File: src/rtl/dyn_mem_pkg.sv
// Shared types and helpers for the dynamic-latency single-port memory.
package dyn_mem_pkg;

  localparam logic [1:0] ST_IDLE  = 2'd0;
  localparam logic [1:0] ST_READ  = 2'd1;
  localparam logic [1:0] ST_WRITE = 2'd2;

  typedef enum logic [1:0] {
    IDLE       = ST_IDLE,
    READ_BUSY  = ST_READ,
    WRITE_BUSY = ST_WRITE
  } dyn_mem_state_t;

  // Counter must hold max_lat-1; never narrower than one bit.
  function automatic int lat_cnt_w(input int max_lat);
    int w;
    w = $clog2(max_lat);
    return (w < 1) ? 1 : w;
  endfunction

endpackage

File: src/rtl/dyn_mem_latency_counter.sv
// Down-counter shared by read and write latency; loads from IDLE, stops at zero.
module dyn_mem_latency_counter
  import dyn_mem_pkg::*;
#(
  parameter int MAX_LAT = 2,
  localparam int W = lat_cnt_w(MAX_LAT)
) (
  input  logic         clk,
  input  logic         reset,
  input  logic         load,
  input  logic [W-1:0] load_val,
  input  logic         dec,
  output logic         zero
);

  logic [W-1:0] count;

  always_ff @(posedge clk or posedge reset) begin
    if (reset)                      count <= '0;
    else if (load)                  count <= load_val;
    else if (dec && count != '0)    count <= count - 1'b1;
  end

  assign zero = (count == '0);

endmodule

File: src/rtl/dyn_mem_d1.sv
// Single-port memory answering arbiter requests with per-direction latency
// and one-cycle done pulses; read wins when both enables are high.
module dyn_mem_d1
  import dyn_mem_pkg::*;
#(
  parameter int WIDTH         = 32,
  parameter int SIZE          = 16,
  parameter int IDX_SIZE      = 4,
  parameter int READ_LATENCY  = 2,
  parameter int WRITE_LATENCY = 1
) (
  input  logic                clk,
  input  logic                reset,
  input  logic [IDX_SIZE-1:0] addr,
  input  logic                read_en,
  input  logic                write_en,
  input  logic [WIDTH-1:0]    in,
  output logic [WIDTH-1:0]    out,
  output logic                read_done,
  output logic                write_done,
  output logic                busy
);

  localparam int MAX_LAT = (READ_LATENCY > WRITE_LATENCY) ? READ_LATENCY : WRITE_LATENCY;
  localparam int CW      = lat_cnt_w(MAX_LAT);
  localparam int AW      = (SIZE > 1) ? $clog2(SIZE) : 1;
  localparam logic [CW-1:0]     RD_INIT = CW'(READ_LATENCY - 1);
  localparam logic [CW-1:0]     WR_INIT = CW'(WRITE_LATENCY - 1);
  localparam logic [IDX_SIZE:0] SIZE_L  = (IDX_SIZE + 1)'(SIZE);

  dyn_mem_state_t      state;
  logic [IDX_SIZE-1:0] cap_addr;
  logic [WIDTH-1:0]    cap_data;
  logic [WIDTH-1:0]    mem [SIZE];

  logic          cnt_load;
  logic [CW-1:0] cnt_val;
  logic          cnt_zero;
  logic          in_range;
  logic [AW-1:0] mem_idx;

  assign cnt_load = (state == IDLE) && (read_en || write_en);
  assign cnt_val  = read_en ? RD_INIT : WR_INIT;
  assign in_range = ({1'b0, cap_addr} < SIZE_L);
  assign mem_idx  = cap_addr[AW-1:0];

  dyn_mem_latency_counter #(.MAX_LAT(MAX_LAT)) u_cnt (
    .clk      (clk),
    .reset    (reset),
    .load     (cnt_load),
    .load_val (cnt_val),
    .dec      (state != IDLE),
    .zero     (cnt_zero)
  );

  always_ff @(posedge clk or posedge reset) begin
    if (reset) begin
      state      <= IDLE;
      cap_addr   <= '0;
      cap_data   <= '0;
      out        <= '0;
      read_done  <= 1'b0;
      write_done <= 1'b0;
      busy       <= 1'b0;
    end else begin
      read_done  <= 1'b0;
      write_done <= 1'b0;
      case (state)
        IDLE: begin
          if (read_en) begin
            cap_addr <= addr;
            busy     <= 1'b1;
            state    <= READ_BUSY;
          end else if (write_en) begin
            cap_addr <= addr;
            cap_data <= in;
            busy     <= 1'b1;
            state    <= WRITE_BUSY;
          end
        end
        READ_BUSY: begin
          if (cnt_zero) begin
            out       <= in_range ? mem[mem_idx] : '0;
            read_done <= 1'b1;
            busy      <= 1'b0;
            state     <= IDLE;
          end
        end
        WRITE_BUSY: begin
          if (cnt_zero) begin
            write_done <= 1'b1;
            busy       <= 1'b0;
            state      <= IDLE;
          end
        end
        default: state <= IDLE;
      endcase
    end
  end

  // Array is deliberately outside the reset domain; reset forces IDLE, so an
  // aborted write never reaches this commit.
  always_ff @(posedge clk) begin
    if (state == WRITE_BUSY && cnt_zero && in_range)
      mem[mem_idx] <= cap_data;
  end

endmodule

File: config.mk
export PLATFORM = sky130hd
export DESIGN_NAME = dyn_mem_d1
export DESIGN_NICKNAME = d
export VERILOG_FILES = /design/src/rtl/dyn_mem_pkg.sv /design/src/rtl/dyn_mem_latency_counter.sv /design/src/rtl/dyn_mem_d1.sv
export SDC_FILE = /design/constraint.sdc
export NUM_CORES = 1
export LEC_CHECK = 0
export CAP_MARGIN = 10
export CELL_PAD_IN_SITES_DETAIL_PLACEMENT = 0
export CELL_PAD_IN_SITES_GLOBAL_PLACEMENT = 1
export CORE_ASPECT_RATIO = 0.8
export CORE_UTILIZATION = 25
export DETAILED_ROUTE_END_ITERATION = 6
export PLACE_DENSITY = 0.54
export SLEW_MARGIN = 10
export SYNTH_ARGS = -nofsm -noshare
export SYNTH_HDL_FRONTEND = slang
export SYNTH_SLANG_ARGS = --single-unit
File: constraint.sdc
create_clock -name clk -period 9.4 [get_ports clk]
set_input_delay 0.94 -clock clk [delete_from_list [all_inputs] [get_ports clk]]
set_output_delay 0.94 -clock clk [all_outputs]
set_load 0.05 [all_outputs]
# ---- Word-level counts from Yosys, hierarchy flattened
# Memories as Yosys holds them, arrays and structs flattened. A register that Yosys moved wholly into a read port is not among the register bits.
# Index checks and enable logic that the tools add are counted.
dict set report totals {
  n_memories 1
  ram_bits 512
  latch_bits 0
  mem_bits_ro 0
  inputBits 40
  out_inout_bits 35
  ff_bits 42
}
# name depth width rd rd_clocked_by_memory_dff wr line
set memory_table {}
lappend memory_table {mem 16 32 1 1 1 dyn_mem_d1.sv:34} ;# logic [WIDTH-1:0] mem [SIZE];
dict set report classes {
  reduce_logical 15
  n_mul 0
  n_eq_ne 4
  div_mod_pow 0
  mux 18
  n_bitwise 2
  order_cmp 0
  add_sub_neg 1
  shift 0
}
# op n
set op_table {}
lappend op_table {{1-bit two-way mux} 11}
lappend op_table {{4-bit two-way mux} 2}
lappend op_table {{2-bit nonzero test} 4}
lappend op_table {{2-bit two-way mux} 3}
lappend op_table {{2-bit AND reduction} 3}
lappend op_table {{3-bit AND reduction} 2}
lappend op_table {{2-bit case mux with 2 select lines} 1}
lappend op_table {{1-bit logical AND} 3}
lappend op_table {{3-bit != test (second input constant)} 1}
lappend op_table {{2-bit by 1-bit == test with 1-bit output (second input constant)} 1}
lappend op_table {{2-bit == test (second input constant)} 1}
lappend op_table {{2-bit zero test} 1}
lappend op_table {{2-bit != test (second input constant)} 1}
lappend op_table {{1-bit NOT} 2}
lappend op_table {{1-bit case mux with 2 select lines} 1}
lappend op_table {{2-bit OR reduction} 1}
lappend op_table {{1-bit logical OR} 1}
lappend op_table {{1-bit subtractor (second input constant)} 1}

# ---- Depth between registers and ports, before layout
# Gate-level depths: netlist of run 1.
dict set report depth {
  depth_word 4
  depth_mapped 7
  ltp_nobuf 6
}

# ---- Modules after synthesis
# A second synthesis of run 1 with hierarchy kept.
dict set report unflattened {
  cells_unflattened 1216
  hier_area_um2 22505.3
}
# module n_inst cells_each area_each_um2
set by_module_without_submodules {}
lappend by_module_without_submodules {dyn_mem_d1 1 1211 22456.5}
lappend by_module_without_submodules {dyn_mem_latency_counter 1 5 48.8}

# ---- Worst setup path after synthesis of run 1
# Ideal clock, no wire load.
dict set report synth_timing {
  path_type {reg2reg}
  startpoint {reg cap_addr[1]}
  endpoint {mem mem[0][0] (enable)}
  t_required_ps 8939
  setup_time_ps 461
  stages_incl_launch_ff 7
  t_arrival_ps 3240
  synth_period_minus_slack_ps 3702
  slack_ps 5698
  path_cell_list {dfrtp_1 -> buf_6 -> buf_6 -> buf_4 -> nor2_1 -> nand2_1 -> nor3_1}
}
# item line
set synth_rtl {}
lappend synth_rtl {{from (decl)} dyn_mem_d1.sv:32} ;# logic [IDX_SIZE-1:0] cap_addr;
lappend synth_rtl {{from (signal assigned)} dyn_mem_d1.sv:71} ;# cap_addr <= addr;
lappend synth_rtl {{from (signal assigned)} dyn_mem_d1.sv:75} ;# cap_addr <= addr;
lappend synth_rtl {{to (decl)} dyn_mem_d1.sv:34}
# Straight into the memory's write port.

==> results.cfg, run 1 <==
[run_status]
status = finished, final reports clean

[yosys]
synth_flop_cell = edfxtp_1
netlist-cell-type-count = 38
synth.most_common_cell = edfxtp_1
netlist.area_leader.share_pct = 68.9
synth_edf_count = 512
yosys_register_bits = 586
ys_seq_area_share_pct = 77.2
synthesis.area_um2 = 22300
synth_common_cells = edfxtp_1 (512), mux2i_1 (140), dfrtp_1 (74)
syn_inst = 1139
synth.area.top_cells = edfxtp_1 (69%), dfrtp_1 (8.3%), mux2i_1 (6.3%)
postSynthAreaPerCell_um2 = 19.6
ys_warn_count = 0
async_reset_ff_share_pct = 12.6
synth_top_cell_by_area = edfxtp_1
syn_nets = 1183

[cts]
clk_pin_slew_ns = 0.06
h-tree-depth = 2
cts.sinks = 586
cts_buffers = 59
cts_root_buffer = clkbuf_16
cts_buffer_depth = 3
cts_resized = 0
clk_latency_ns = 0.62
cts_hold_buf = 0
cts_tree = done
cts_setup_buffers = 0

[timing]
drv_slew = 0
hold_viol_final = 0
rsz0062_at_grt = false
period_minus_slack_ns = 3.53
maxSlewHeadroom_pct = 23.9
tightest_slew_ns = 1.14
setup_viol = 0
fmax_mhz = 284
period_share_pct = 37.5
tns_ns = 0
skew_ns = 0.0139
holdWs_ns = 0.559

[cells_and_area]
layout-drive-gt1-share_pct = 16.1
fill_cells = 8543
finalInstanceArea_um2 = 26300
final_nets = 1286
antenna_cells = 0
synthToLayoutAreaGrowth_pct = 18.0
instances_no_fill = 2478

[route]
first_iter_violations = 843
routed-via-count = 11015
drt-total-wl_mm = 54.8
drc = 0
wire_per_inst_um = 22.1
antenna_left = 0
post_drt_via_cell_ratio = 4.45
first_pass_iters = 5

[setup_path]
crit_type = flop to flop
path_max_fanout = 46
cp-end-kind = flop
reg2reg_from = cap_addr[1]$_DFFE_PP0P_
cp.required_ns = 9.88
crit_start = cap_addr[1]$_DFFE_PP0P_
arrival_ns = 4.01
worst_setup_path_start_kind = flop

[die]
dieArea_um2 = 90400
start_util_pct = 25.4
die_y_um = 269
ioPinCount = 75
num_rows = 97
core_um2 = 88000
dieWidth_um = 336

[hold_path]
min-delay-start = out[16]$_DFFE_PP0P_
hp-class = flop to flop

[power_and_ir_drop]
netSwitchingPower_mw = 2.75
power.share.sequential_pct = 47.2
leakagePower_nw = 8.62
ir_drop_mv = 0.158
p_per_area_nw_per_um2 = 315
power.internal_mw = 5.53
comb_power_share_pct = 25.5
pwr-share-clk_pct = 27.2
p_sw_share_pct = 33.2
p_total_mw = 8.28

[place]
gp_congestion = 0.709
post_dp_cell_area_um2 = 24500
dp_cells = 2369
portBuffers = 74
dp_hpwl_mm = 30.7

[global_route]
antenna_found_initial = 1
grt_pass1_wl_mm = 80.6
grt_usage_pct = 12.2
overflow = 0
grt_max_degree = 66
grt_pass1_vias = 11547

[flow_run]
drv_cap = 0
==> worst paths after layout <==
path / cells after the start / to / slack, ns
max in group asynchronous: 3 / cap_data[5]$_DFFE_PP0P_ / 7.38
hold reg to reg: 2 / out[16]$_DFFE_PP0P_ / 0.56
setup / recovery: 5 / out[4]$_DFFE_PP0P_ / 5.87
min in group asynchronous: 2 / u_cnt.count$_DFFE_PP0P_ / 0.62
setup reg to reg: 5 / out[4]$_DFFE_PP0P_ / 5.87
hold / removal: 2 / out[16]$_DFFE_PP0P_ / 0.56
==> through the flow <==
step                      util, %  setup WS, ns
after floorplan                 -          5.70
after global placement       27.8          5.78
final                        29.9          5.87
after detailed placement     27.8          5.73
after CTS                    29.9          5.73
after global routing         29.9          5.60
==> routing by layer <==
| layer | up-vias | share of wire (%) | GRT usage, % |
|---|---|---|---|
| li1 | 4828 | - | - |
| met1 | 5871 | 48 | 17.9 |
| met2 | 248 | 46 | 18.6 |
| met3 | 68 | 4.7 | 2.06 |
| met4 | 0 | 1.6 | 2.81 |
| met5 | - | 0 | 0 |
==> worst max-delay path, stage by stage, from the launching register on <==
cell     delay (ns)
dfrtp_4        0.87
buf_4          0.82
buf_4          0.73
mux4_2         0.59
a22oi_1        0.20
a31oi_1        0.10
==> cell type report <==
| cell class | count | area [um^2] | area share, % |
|---|---|---|---|
| flip-flops and latches | 586 | 17200 | 65.5 |
| inverters | 5 | 21.3 | 0.0808 |
| clock inverters | 23 | 190 | 0.723 |
| clock buffers | 86 | 1660 | 6.31 |
| well taps | 1188 | 1490 | 5.65 |
| repair buffers | 104 | 966 | 3.67 |
| multi-input cells | 486 | 4760 | 18.1 |
==> power groups by stage <==
stage	Combinational [mW]	Clock [mW]	Sequential [mW]
after global routing	2.28	2.42	3.99
final	2.12	2.26	3.91
after floorplan	1.37	0	3.96
after global placement	2.15	0	3.96
after detailed placement	2.16	0	3.99
after CTS	2.16	2.32	3.94
==> state kept, by name (all words and copies together), names as in the netlist <==
signal,flops
cap_data,32
busy,1
write_done,1
state,2
read_done,1
out,32
mem,512
u_cnt.count,1
cap_addr,4
==> placed cells by master, fill, tap and decap left out, drive strengths merged, types with 5 or more instances in the layout <==
cell type / n
a221oi: 19
a31oi: 32
o21ai: 23
clkbuf: 86
buf: 30
a22oi: 13
edfxtp: 512
clkinv: 16
o221a: 13
inv: 7
o22ai: 38
mux4: 58
clkdlybuf4s50: 74
mux2: 36
nor2b: 5
dfrtp: 74
nor2: 65
nand2: 18
mux2i: 140
==> cell families after synthesis <==
kind of cell	count (synthesis)	synth area share, %
flops	586	77.2
mux	234	14.0
compound gates	143	4.46
simple gates	105	2.13
buf+inv	67	2.02
fa+ha+maj	4	0.224
No activity file was read; power rests on OpenSTA's default activity.
==> run 2, diff against run 1 <==
--- a/config.mk
+++ b/config.mk
@@ -11,7 +11,7 @@
 export CORE_ASPECT_RATIO = 0.8
 export CORE_UTILIZATION = 25
 export DETAILED_ROUTE_END_ITERATION = 6
-export PLACE_DENSITY = 0.54
+export PLACE_DENSITY = 0.56
 export SLEW_MARGIN = 10
 export SYNTH_ARGS = -nofsm -noshare
 export SYNTH_HDL_FRONTEND = slang
==> constraint.sdc (replaced) <==
create_clock -name clk -period 3.2 [get_ports clk]
set_input_delay 0.32 -clock clk [delete_from_list [all_inputs] [get_ports clk]]
set_output_delay 0.32 -clock clk [all_outputs]
set_load 0.05 [all_outputs]
==> run 2 against run 1 <==
  * Wire length is 1.6% lower
  * Hold slack got worse by 0.43 ns
  * Total power grew to 3.1 times the previous value
  * Critical path depth up 1
  * Setup slack worse by 5.2 ns
  * Global-route usage down 0.17 points
  * Design area up 1.7%
  * Utilization grew 0.50 points
  * Non-clock buffer count increased by 14
  * Count of clock-buffer cells in the layout is 8 lower
  * Register-to-register slack got worse by 5.2 ns
  * Via count shrank 0.55%
  * Critical endpoint is now mem[4][15]$_DFFE_PP_
  * Largest cell class unchanged
  * Largest power group unchanged
==> results.cfg, run 2 (synthesized netlist as in run 1, its figures left out) <==
[global_route]
grt_pass1_wl_mm = 79.9
globalRouteMet2Util_pct = 18.1
grtUsageMet1_pct = 17.7
grt_usage_pct = 12.0
antenna_found_initial = 2
overflow = 0
gr-max-usage-layer = met2
grt_pass1_vias = 11531
grt_max_degree = 70
met3_usage_pct = 2.33

[hold_path]
hp-class = primary input to asynchronous set/reset pin

[setup_path]
path_cells = inv_1, ha_1, nor2b_1, nand2_1, nor2_4, buf_4
crit_cells = 6
cp-end-kind = flop
crit_type = flop to flop
cp.required_ns = 3.51
r2r-end = mem[4][15]$_DFFE_PP_
arrival_ns = 2.83
cp_slowest_stage_delay_ns = 0.55
worst-r2r-setup-slack_ns = 0.68
reg2reg_from = state[0]$_DFFE_PP0P_
cpMaxStageDelayCell = nor2_4
reg2regPathDepth = 6
path_buf_inv = 2
worst_setup_path_start_kind = flop
cpLargestDelayFamily = simple AND/OR/NAND/NOR gates
path_max_fanout = 15

[die]
die_y_um = 269
ioPinCount = 75
dieWidth_um = 336
dieArea_um2 = 90400
num_rows = 97
start_util_pct = 25.4
core_um2 = 88000

[timing]
tns_ns = 0
maxSlewHeadroom_pct = 47.1
tightest_slew_ns = 0.793
period_share_pct = 78.6
drv_slew = 0
setup_viol = 0
fmax_mhz = 397
holdWs_ns = 0.126
rsz0062_at_grt = false
period_minus_slack_ns = 2.52
skew_ns = 0.0178
hold_viol_final = 0

[cts]
cts_hold_buf = 0
cts_resized = 0
clk_latency_ns = 0.62
clk_pin_slew_ns = 0.06
cts.sinks = 586
cts_setup_buffers = 0
cts_buffer_depth = 3
h-tree-depth = 2
cts_buffers = 61
cts_root_buffer = clkbuf_16
cts_tree = done

[route]
drt-total-wl_mm = 53.9
drc = 0
first_pass_iters = 5
first_iter_violations = 850
post_drt_via_cell_ratio = 4.38
routed-via-count = 10954
wire_per_inst_um = 21.6
antenna_left = 0

[power_and_ir_drop]
p_per_area_nw_per_um2 = 945
leakagePower_nw = 8.81
ir_drop_mv = 0.536

[cells_and_area]
final_nets = 1302
synthToLayoutAreaGrowth_pct = 20.0
layout_common_cells = edfxtp_1 (512), mux2i_1 (140), clkdlybuf4s50_1 (74), dfrtp_1 (72), clkbuf_16 (63)
max_flop_register = mem
layout-drive-gt1-share_pct = 17.5
largest_register_ff_count = 512
layout_commonest_cell = edfxtp_1
reg.largest.list = mem: 512 flops, cap_data: 32 flops, out: 32 flops

[place]
dp_hpwl_mm = 33.2
gp_congestion = 0.719
portBuffers = 74

[run_status]
status = finished, final reports clean

[flow_run]
drv_cap = 0
==> run 2: cell types whose count changed in the layout (fill, tap and decap cells not counted), sizes merged <==
| cell | change |
|---|---|
| clkbuf | -8 |
| inv | -1 |
| buf | +14 |
| clkinvlp | +5 |
| diode | +1 |
| clkinv | +6 |
| bufinv | +5 |
==> run 2: worst register-to-register path: stages (launching register included) <==
cell     delay [ns]
dfrtp_1        0.41
inv_1          0.10
ha_1           0.14
nor2b_1        0.36
nand2_1        0.33
nor2_4         0.55
buf_4          0.31
==> run 2: final cells by class <==
| class | count | area [um^2] |
|---|---|---|
| clock buffers | 78 | 1650 |
| flip-flops and latches | 586 | 17200 |
| inverters | 5 | 21.3 |
| clock inverters | 38 | 382 |
| fillers | 8534 | 61200 |
| repair buffers | 118 | 1210 |
| multi-input cells | 486 | 4780 |
| well taps | 1188 | 1490 |
| diodes | 1 | 2.50 |
==> run 2: per-layer routing <==
metal | share of wire (%) | wire [um] | vias up
met1 | 49 | 26200 | 5771
li1 | - | - | 4862
met2 | 45 | 24200 | 243
met4 | 1.6 | 872 | 4
met3 | 4.8 | 2570 | 74
met5 | 0.048 | 26 | -
==> run 2: power by group <==
group | switching, mW | total (mW) | internal, mW | leakage [nW]
combinational | 3.96 | 6.55 | 2.58 | 2.37
clock | 2.92 | 7.13 | 4.21 | 0.976
sequential | 1.59 | 11.6 | 10.0 | 5.47
total | 8.47 | 25.3 | 16.8 | 8.81
==> run 2: worst max path at each step <==
stage | end | from | slack (ns)
CTS | mem[4][15]$_DFFE_PP_ | state[0]$_DFFE_PP0P_ | 0.56
finish | mem[4][15]$_DFFE_PP_ | state[0]$_DFFE_PP0P_ | 0.68
global route | mem[4][16]$_DFFE_PP_ | state[0]$_DFFE_PP0P_ | 0.41
detailed placement | mem[4][15]$_DFFE_PP_ | state[0]$_DFFE_PP0P_ | 0.61
global placement | mem[4][15]$_DFFE_PP_ | state[0]$_DFFE_PP0P_ | 0.69
floorplan | mem[14][0]$_DFFE_PP_ | cap_addr[2]$_DFFE_PP0P_ | 0.26
==> run 2: metrics by stage <==
stage               instance area [um^2]  total power [mW]  instances  utilization [%]  setup WS (ns)
floorplan                          22300              15.7       1139                -          0.261
global placement                   24700              18.4       2383             28.1          0.686
detailed placement                 24700              18.5       2383             28.1          0.608
CTS                                26800              25.7       2499             30.4          0.565
global route                       26800              26.4       2499             30.4          0.409
finish                             26800              25.3       2500             30.4          0.683
